## src/rtl/pfxunsum.sv

```systemverilog
`default_nettype none
// +----------------------------------------------------------------------+
// | pfxunsum: inverts a Blelloch exclusive scan back to its elements.    |
// | Rev 1.0 - initial release                                            |
// +----------------------------------------------------------------------+
module pfxunsum #(
    parameter int IWIDTH = 8,
    parameter int V_LEN  = 16
) (
    input  logic                      clk,
    input  logic                      rst_n,
    input  logic                      valid_in,
    input  logic [V_LEN*IWIDTH-1:0]   ivec,
    input  logic [IWIDTH-1:0]         itotal,
    output logic                      in_ready,
    output logic                      valid_out,
    output logic [V_LEN*IWIDTH-1:0]   ovec
);

    localparam int L   = $clog2(V_LEN);
    localparam int LVW = (L > 1) ? $clog2(L) : 1;
    localparam logic [LVW-1:0] LAST = LVW'(L - 1);

    typedef enum logic [2:0] {
        IDLE    = 3'd0,
        UNDOWN  = 3'd1,
        RESTORE = 3'd2,
        UNUP    = 3'd3,
        DONE    = 3'd4
    } state_t;

    state_t                    state_q;
    logic [LVW-1:0]            level_q;
    logic [IWIDTH-1:0]         total_q;
    logic [IWIDTH-1:0]         vec_q      [V_LEN];
    logic [IWIDTH-1:0]         ivec_a     [V_LEN];
    logic [IWIDTH-1:0]         vec_dn_d   [V_LEN];
    logic [IWIDTH-1:0]         vec_up_d   [V_LEN];
    logic [V_LEN*IWIDTH-1:0]   vec_up_flat;
    logic [V_LEN*IWIDTH-1:0]   ovec_q;
    logic                      valid_out_q;

    genvar gi;
    generate
        for (gi = 0; gi < V_LEN; gi++) begin : g_pack
            assign ivec_a[gi]                          = ivec[gi*IWIDTH +: IWIDTH];
            assign vec_up_flat[gi*IWIDTH +: IWIDTH]    = vec_up_d[gi];
        end
    endgenerate

    // Both sweeps read only pre-edge vec_q, so every pair at a level updates in parallel.
    always_comb begin
        vec_dn_d = vec_q;
        vec_up_d = vec_q;
        for (int lv = 0; lv < L; lv++) begin
            if (level_q == LVW'(lv)) begin
                for (int n = 0; n < V_LEN; n += (2 << lv)) begin
                    vec_dn_d[n + (2 << lv) - 1] = vec_q[n + (1 << lv) - 1];
                    vec_dn_d[n + (1 << lv) - 1] = vec_q[n + (2 << lv) - 1]
                                                - vec_q[n + (1 << lv) - 1];
                    vec_up_d[n + (2 << lv) - 1] = vec_q[n + (2 << lv) - 1]
                                                - vec_q[n + (1 << lv) - 1];
                end
            end
        end
    end

    always_ff @(posedge clk) begin
        if (!rst_n) begin
            state_q     <= IDLE;
            level_q     <= '0;
            total_q     <= '0;
            vec_q       <= '{default: '0};
            ovec_q      <= '0;
            valid_out_q <= 1'b0;
        end else begin
            case (state_q)
                IDLE, DONE: begin
                    if (valid_in) begin
                        vec_q       <= ivec_a;
                        total_q     <= itotal;
                        level_q     <= '0;
                        valid_out_q <= 1'b0;
                        state_q     <= UNDOWN;
                    end
                end
                UNDOWN: begin
                    vec_q <= vec_dn_d;
                    if (level_q == LAST) begin
                        state_q <= RESTORE;
                    end else begin
                        level_q <= level_q + LVW'(1);
                    end
                end
                RESTORE: begin
                    vec_q[V_LEN-1] <= total_q;
                    level_q        <= LAST;
                    state_q        <= UNUP;
                end
                UNUP: begin
                    vec_q <= vec_up_d;
                    if (level_q == '0) begin
                        ovec_q      <= vec_up_flat;
                        valid_out_q <= 1'b1;
                        state_q     <= DONE;
                    end else begin
                        level_q <= level_q - LVW'(1);
                    end
                end
                default: state_q <= IDLE;
            endcase
        end
    end

    assign in_ready  = (state_q == IDLE) || (state_q == DONE);
    assign valid_out = valid_out_q;
    assign ovec      = ovec_q;

endmodule
`default_nettype wire
```

## config.mk

```make
export PLATFORM = sky130hd
export DESIGN_NAME = pfxunsum
export DESIGN_NICKNAME = d
export VERILOG_FILES = /design/src/rtl/pfxunsum.sv
export SDC_FILE = /design/constraint.sdc
export NUM_CORES = 1
export LEC_CHECK = 0
export BUFFER_PORTS_ARGS = -buffer_cell sky130_fd_sc_hd__buf_2
export CAP_MARGIN = 20
export CORE_ASPECT_RATIO = 0.75
export CORE_UTILIZATION = 45
export CTS_CLUSTER_DIAMETER = 100
export DETAILED_ROUTE_END_ITERATION = 7
export PLACE_DENSITY = 0.68
export SLEW_MARGIN = 20
export SYNTH_ARGS = -nofsm -noshare
export SYNTH_HDL_FRONTEND = slang
export SYNTH_SLANG_ARGS = --single-unit
```

## constraint.sdc

```tcl
create_clock -name clk -period 8.1 [get_ports clk]
set_clock_uncertainty 0.2 [all_clocks]
set_input_delay 0.81 -clock clk [delete_from_list [all_inputs] [get_ports clk]]
set_output_delay 0.81 -clock clk [all_outputs]
set_load 0.1 [all_outputs]
```

After elaboration in Yosys (flattened, before gate mapping)
Index checks and enable logic that the tools add are counted.

Bits in registers: 270. Input bits: 139. Output and inout port bits: 130. Logic and storage cells: 117.

Add/sub/neg operators: 17. Eq/ne operators: 16. Multiplexer cells: 44. Bitwise gates (word level): 1. Reduce and logical (&&, ||, !) cells: 18.

Operators by type and width (count): 120-bit case mux with 3 select lines (1); 128-bit 2-to-1 mux (2); 8-bit 2-to-1 mux (29); 8-bit subtractor (15); 8-bit case mux with 4 select lines (1); 3-bit AND reduction (6); 2-bit != test (second input constant) (6); 3-bit case mux with 4 select lines (1); 3-bit 2-to-1 mux (3); 2-bit case mux with 4 select lines (1); 4-bit AND reduction (2); 3-bit by 2-bit equality test with 1-bit output (second input constant) (2); 2-bit 2-to-1 mux (3); 5-bit != test (second input constant) (1); 2-bit equality test (second input constant) (2); 4-bit != test (second input constant) (1); 2-bit AND reduction (2); 2-bit nonzero test (2); 4-bit nonzero test (1); 3-bit by 1-bit equality test with 1-bit output (second input constant) (1); 3-bit equality test (second input constant) (1); 3-bit logical NOT (1); 3-bit != test (second input constant) (1); 3-bit nonzero test (1); other kinds (9) (10).

Logic depth before layout (Yosys ltp)
Gate-level depths: netlist (run 1).

Depth after elaboration: 6. Gate-level depth with buffers: 12. Mapped depth without buffers: 12.

Worst setup path after synthesis (run 1)
No wires, ideal clock.

Kind: flip-flop to flip-flop. Start: register vec_q[97] (netlist bit). End: register vec_q[69] (netlist bit). Setup time: 0.127 ns. Arrival: 2.267 ns. Required time: 7.773 ns. Path slack: 5.506 ns. Cell stages (with the launch flop): 11. Path buffers: 0. Period minus slack after synthesis: 2.594 ns. Path through: dfxtp_1 > inv_1 > ha_1 > nor2b_1 > o31a_1 > or2_0 > a211o_1 > a21oi_1 > nor3_1 > o31ai_1 > a31oi_1.

Word-level cells in the longest chain between the ends: 3.

Ends and longest elaborated chain: start, declared (RTL line 35) `logic [IWIDTH-1:0] vec_q [V_LEN];`; start signal, assigned (RTL line 80) `vec_q <= ivec_a;`; start signal, assigned (RTL line 88) `vec_q <= vec_dn_d;`; start signal, assigned by index (RTL line 96) `vec_q[V_LEN-1] <= total_q;`; 8-bit subtractor (RTL line 62) `- vec_q[n + (1 << lv) - 1];`; 8-bit 2-to-1 mux (RTL line 56) `if (level_q == LVW'(lv)) begin`; 120-bit case mux with 3 select lines (RTL line 77) `case (state_q)`.

Every way passes these cells. A chain may end at the register's enable or synchronous reset.

Worst setup path after layout (run 1)
Start: register state_q[0]. End: register vec_q[100] (netlist bit).

Word-level cells in the longest chain between the ends: 4. Elaborated cells on any way between the ends: 10. Those cells by class: eq/ne: 5; mux: 1; reduce/logical: 4.

Ends and longest elaborated chain: start, declared (RTL line 32) `state_t state_q;`; start signal, assigned (RTL line 70) `state_q <= IDLE;`; start signal, assigned (RTL line 84) `state_q <= UNDOWN;`; start signal, assigned (RTL line 90) `state_q <= RESTORE;`; 3-bit equality test / 3-bit logical NOT (equally long branches) (RTL line 77); 2-bit OR reduction (RTL line 77); 2-bit != test (no source line) / 3-bit nonzero test (equally long branches); 3-bit AND reduction (no source line).

Parallel ways exist; a longest one is shown, timed or not.

==> impl.org, run 1 <==
** CTS
- Once the clock tree was built, the setup fixing pass inserted 0 buffers.
- TritonCTS built the clock tree.
- Maximum clock insertion buffer count :: 3
- Buffers inserted during clock tree synthesis total 30.
- H-tree depth :: 1
- Post-cts resize count :: 0
- Clock-pin slew was measured on the worst setup and hold paths at 0.06 ns.
- For this design, the sink count on the clock tree is 270.
- Clock latency on the worst-skew pair, taken at its later pin, is between 0.5 and 0.6 ns.
- Quantity of hold-fixing buffers added after cts :: 0
- The tree is rooted in a clkbuf_16.

** Cells and area
- The count of cells in the finished layout, fillers not included, comes to between 3000 and 4000.
- Synthesis-to-finish area growth :: 14.94%
- Ant. Diodes :: 0
- The layout has roughly 3800 filler cells.
- After the last flow step, the layout net total stands at roughly 2700.
- Registers take roughly 5400 um2.
- Multi-input logic area :: approximately 11000 um2
- Most used cells in the layout excluding fill and tap cells :: nand2_1, dfxtp_1, buf_2
- Most common cell after layout, fill and taps aside :: nand2_1
- Final cell area excluding filler cells :: about 20000 um2
- Cells with a size suffix above 1 make up 15.13% of the layout.
- Cells fill about 53% of the core in the end.

** Worst hold path
- Worst hold path class :: flop to flop

** Worst setup path
- The worst setup path is captured at a flop.
- Along the worst path, the maximum fanout reaches 44.
- At the worst endpoint, the required time is between 8 and 9 ns.
- Data arrival time of the critical path :: roughly 4.2 ns
- STA classifies the critical path startpoint as a flop.
- The setup path with the least slack is of type flop to flop.

** Placement
- Once detailed placement completed, the half-perimeter wirelength came to roughly 47 mm.
- Setup slack at placement :: roughly 4.2 ns
- Gp weighted congestion :: between 0.9 and 1
- Number of port buffers :: 268
- Instance area after placement :: between 15000 and 20000 um2
- Total instance count after detailed placement :: between 2000 and 3000

** Die
- Chip height :: between 150 and 200 um
- Full die area :: 40000 um2
- Starting density of the core :: 45.84%
- I/O pins :: around 270
- In this run the core area contains 62 standard-cell rows.
- From left edge to right edge, the die measures ~230 um.
- Area of the core :: 38480 um2

** STA
- Based on the critical path, the design can be clocked at up to roughly 0.25 GHz.
- RSZ-0062 raised after global routing :: false
- Count of final hold-check violations :: 0
- At the pin with the least slew margin, the transition time is ~1.2 ns.
- The worst path needs 3.958 ns of the cycle, external delays included.
- Setup violation total in the final timing report :: 0
- The worst path meets setup with around 4.1 ns of slack.
- On the final layout, the worst hold slack is 0.2511 ns.
- The number of pins with negative max-slew slack in the final report was 0.
- In the final timing run, aggregate negative setup slack is 0 ns.
- Measured against its own limit, the worst slew margin works out to a little under a fifth.
- After layout, the worst path uses between 40 and 50% of the clock period.

** Drt
- Detailed-route wire length :: around 67 mm
- The routed layout has roughly 18000 vias.
- Number of detailed-route iterations in the first pass :: 6
- After detailed routing, the average wire length per cell comes to 22.11 um.
- Number of nets with antenna violations after detailed routing :: 0
- Detailed-route vias per instance :: 6.086
- After detailed routing, the number of remaining DRC violations is 0.
- For this block, the initial DRC count from the detailed router was about 2200.

** Power and ir drop
- The completed layout was analyzed and its total power is around 4.8 mW.
- Pwr/cell area :: between 200 and 250 nW/um2
- Total leakage power :: around 8.3 nW
- Maximum vdd drop :: around 0.18 mV

** Logic synthesis
- Counting flops with an async set or reset pin after synthesis yields a share of 0%.
- Register area share after synthesis :: between 30 and 40%
- Cell count after synthesis :: 2319
- Post-synth net total :: around 2600
- In this run the cell area of the synthesized design comes to between 15000 and 20000 um2.
- Distinct cell type count of the synthesized netlist :: 87
- After synthesis the netlist holds a flip-flop and latch count of 270.
- The most used flip-flop cell after synthesis is dfxtp_1.
- A synthesized cell averages ~7.6 um2.
- Synthesis Warnings :: 0
- In this run, synthesis inferred 0 flip-flops with an integrated enable.

** GRT
- Vias in the first global route :: between 15000 and 20000
- Remaining Overflow, GRT :: 0
- The number of antenna violations at the first check in global routing was 0.
- Global-route wire length before repair :: 99.70 mm
- Overall global routing resource usage :: around a third
- Entering global routing, the biggest net connects 144 pins.

** Outcome
- The flow ran to the end, and the final reports show no timing, DRC or antenna violations.

** Run
- Max-cap violations in this run came to 0.
-- state kept, by name, indices dropped and copies added (netlist names) --
name,flops
ovec,128
vec_q,128
total_q,8
state_q,3
level_q,2
valid_out,1
-- power breakdown --
part	switching [mW]	internal, mW	total [mW]
clock	0.614	0.917	1.53
sequential	0.131	1.41	1.54
combinational	1.04	0.670	1.71
total	1.79	3.00	4.79
-- logic make-up after synthesis --
family	count (synthesis)	share of synthesized area, %
AO/OA/AOI/OAI	743	27.73
buffers and inverters	306	6.995
adder cells (fa/ha/maj)	125	9.506
flip-flops	270	30.65
XOR/XNOR	90	4.469
multiplexers	40	2.306
AND/OR/NAND/NOR	745	18.35
-- final timing paths --
path              slack [ns]                     from                 endpoint  cells past startpoint
setup reg to reg        4.14  state_q[0]$_SDFFE_PN0P_  vec_q[100]$_SDFFE_PN0P_                      6
hold / removal          0.25  vec_q[125]$_SDFFE_PN0P_     ovec[5]$_SDFFE_PN0P_                      2
hold reg to reg         0.25  vec_q[125]$_SDFFE_PN0P_     ovec[5]$_SDFFE_PN0P_                      2
setup / recovery        4.14  state_q[0]$_SDFFE_PN0P_  vec_q[100]$_SDFFE_PN0P_                      6
-- worst max-delay path, stage by stage, from the launching register on --
cell	delay (ns)
dfxtp_1	0.72
nor2b_4	0.25
buf_4	0.49
nand2_1	0.64
o22ai_2	0.95
a2111oi_0	0.17
a2111oi_0	0.38
-- cell usage after synthesis (9+ instances only) --
cell type	number	area, um2
a211o_1	9	78.83
a211oi_1	91	683.2
a21o_1	17	127.6
a21oi_1	231	1156
a221oi_1	44	385.4
a22oi_1	23	172.7
a2bb2oi_1	12	105.1
a31oi_1	28	175.2
and3_1	16	100.1
buf_1	10	37.54
buf_2	62	310.3
clkbuf_1	91	341.6
dfxtp_1	270	5405
fa_1	15	300.3
ha_1	110	1376
inv_1	139	521.8
mux2i_1	38	380.4
nand2_1	372	1396
nand2b_1	11	68.82
nand3_1	27	135.1
nor2_1	169	634.4
nor2b_1	33	206.5
nor3_1	69	345.3
o2111ai_1	10	87.58
o211ai_1	24	180.2
o21a_1	22	165.2
o21ai_0	137	685.7
o21bai_1	9	67.56
o31ai_1	9	67.56
or3_1	15	93.84
xnor2_1	62	543.0
xor2_1	28	245.2
-- layer usage --
layer	track usage (%)	routed length, um
met5	0	0
met3	6.776	6651
met1	45.38	29440
met2	48.00	28130
met4	11.15	2340
-- cell type report --
class                      instances  share of cell area (%)
clock buffer                      43                   4.345
clock inverter                    13                   1.049
inverter                         141                   2.635
multi-input combinational       1743                   54.68
sequential                       270                   26.67
tap                              512                   3.160
timing repair buffer             289                   7.456
(Power assumes the default switching activity.)
==> run 2, diff against run 1 <==
clock period = 4 ns   (was 8.1 ns; I/O delays follow)
==> impl.org, run 2 (synthesized netlist as in run 1, its figures left out) <==
** Die
- Starting density of the core :: around 46%
- I/O pins :: 269
- Site row count :: between 60 and 70
- Chip height :: 173.5 um
- The die is approximately 230 um wide.
- Area of the core :: a little under 40000 um2
- Full die area :: between 30000 and 40000 um2

** STA
- The number of pins with negative max-slew slack in the final report is 0.
- Ratio of final minimum period to clock period :: between 80% and 90%
- Final total negative setup slack :: 0 ns
- Derived from the worst setup path, the maximum achievable clock frequency is ~0.29 GHz.
- Actual slew at the worst max-slew pin :: between 1 and 1.5 ns
- The smallest clock period supported by the final layout is computed as about 3.5 ns.
- Final setup margin :: a little over 0.5 ns
- Setup violation total in the final timing report :: 0
- Headroom to the max-slew limit :: approximately 22%
- Count of final hold-check violations :: 0
- Setup repair after global routing left no endpoint under its margin.

** Worst setup path
- CP Class :: flop to flop
- Largest stage delay on the critical path :: approximately 0.63 ns
- Crit path cell chain :: inv_1, ha_4, buf_4, nand2_1, o21ai_0, mux2i_1, o21ai_0, a21oi_1, nor3_1, a21oi_1, nor2_1
- The worst setup path is captured at a flop.
- CP top delay family :: compound AO/OA/AOI/OAI gates
- Cell with the largest stage delay on the worst path :: ha_4
- Worst Path Required :: roughly 4.3 ns
- Data arrives at the worst endpoint at ~3.8 ns.
- The worst setup path is launched from a flop.
- Of all nets on the critical path, the largest fanout is 53.
- Together, buffers and inverters on the worst path number 2.

** CTS
- The number of gates resized after CTS was 0.
- Post-CTS setup buffers :: 0
- In this run the clock root is driven by a clkbuf_16.
- After clock tree synthesis, the clock-pin slew on the worst setup and hold paths is about 0.07 ns.
- At the later pin of the worst-skew pair, clock insertion delay measures slightly below 0.6 ns.
- Number of buffers created by CTS :: 28
- CTS built an H-tree with a depth of 1.
- TritonCTS built the clock tree.
- In this run, post-CTS hold repair placed 69 buffers.
- CTS saw 270 sinks.
- Maximum clock insertion buffer count :: 3

** Outcome
- The run finished with clean final reports.

** Cells and area
- Cells fill 54.91% of the core in the end.
- Excluding fillers, the count of instances in the completed layout stands at slightly above 3000.
- Most common cell after layout, fill and taps aside :: nand2_1
- In the layout the commonest cells are nand2_1, dfxtp_1, buf_2.
- Synthesis-to-finish area growth :: 19.79%
- Net total in the final layout :: between 2000 and 3000
- Ant. Diodes :: 0
- Count of fill cells added during filler insertion :: approximately 3700
- In the final layout, the share of cells above drive strength 1 is 15.55%.

** Placement
- Setup slack at placement :: 0.6816 ns
- Once placement completed, the tool counted placed cells totaling between 2000 and 3000.
- Number of port buffers :: 268
- Gp weighted congestion :: ~0.99
- Sum of net half-perimeters after detailed placement :: ~50 mm

** Drt
- For this block, the via count after detailed routing is 18770.
- In the final routed layout, each cell accounts on average for 22.22 um.
- Number of detailed-route iterations in the first pass :: 8
- Starting DRC count in detailed routing :: just over 2000
- After detailed routing, the number of remaining DRC violations is 0.
- Dividing the detail-routed via count by the number of cells gives ~6.0.
- Number of nets with antenna violations after detailed routing :: 0
- The routed design has 68.98 mm of wire.

** GRT
- Remaining Overflow, GRT :: 0
- Global-route wire length before repair :: ~110 mm
- Overall global routing resource usage :: approximately 34%
- Entering global routing, the biggest net connects between 80 and 90 pins.
- Vias in the first global route :: around 18000
- The number of antenna violations at the first check in global routing is 1.

** Power and ir drop
- Pwr/cell area :: 447.2 nW/um2
- Summed over all cells, the static leakage comes to between 8 and 9 nW.
- Total design power :: around 9.4 mW
- Across the VDD grid, the largest voltage drop is 0.3956 mV.

** Worst hold path
- In this run the worst hold path is classified as primary input to flop.

** Run
- The tool flagged a number of max-cap violations equal to 0.
==> run 2: area by class of cell <==
type                            instances  area (um2)  share of cell area [%]
Multi-Input combinational cell       1743       11080                   52.43
Sequential cell                       270        5406                   25.59
Timing Repair Buffer                  389        2510                   11.88
Clock buffer                           40       815.8                   3.861
Tap cell                              512       640.6                   3.032
Inverter                              141       534.3                   2.529
Clock inverter                          9       142.6                  0.6751
==> run 2: path summary, 6_finish.rpt <==
check                          startpoint                     end  slack (ns)  cells past startpoint
setup / recovery  level_q[1]$_SDFFE_PN0P_   vec_q[1]$_SDFFE_PN0P_        0.51                     11
hold / removal                   ivec[50]  vec_q[74]$_SDFFE_PN0P_       0.008                      3
setup reg to reg  level_q[1]$_SDFFE_PN0P_   vec_q[1]$_SDFFE_PN0P_        0.51                     11
hold reg to reg     ovec[43]$_SDFFE_PN0P_   ovec[43]$_SDFFE_PN0P_        0.25                      2
==> run 2: layer usage <==
metal	share of wire [%]	vias to the layer above	wire length, um	global-route usage, %
met4	3.5	0	2403	11.07
li1	-	8739	-	-
met3	11	152	7267	6.497
met1	44	8868	30050	48.17
met5	0	-	0	0
met2	42	1009	29250	50.59
==> run 2: stage by stage <==
| step | hold slack (ns) | area [um2] |
|---|---|---|
| final | 0.007501 | 21130 |
| after global routing | 0.01922 | 21130 |
| after CTS | 0.001274 | 21130 |
| after detailed placement | 0.2446 | 19480 |
| after global placement | 0.2401 | 19480 |
| after floorplan | 0.2319 | 17640 |
==> run 2: worst register-to-register path, delay by kind of cell, from the launching register on <==
kind	cells	cell delay, ns
fa+ha+maj	1	0.63
mux	1	0.20
flops	1	0.34
compound gates	4	0.98
buf+inv	2	0.65
simple gates	3	0.42
==> run 2: power breakdown <==
group / total [mW] / internal (mW) / switching [mW]
Clock: 2.80 / 1.61 / 1.20
Combinational: 3.52 / 1.44 / 2.09
Sequential: 3.12 / 2.85 / 0.264
Total: 9.45 / 5.90 / 3.55
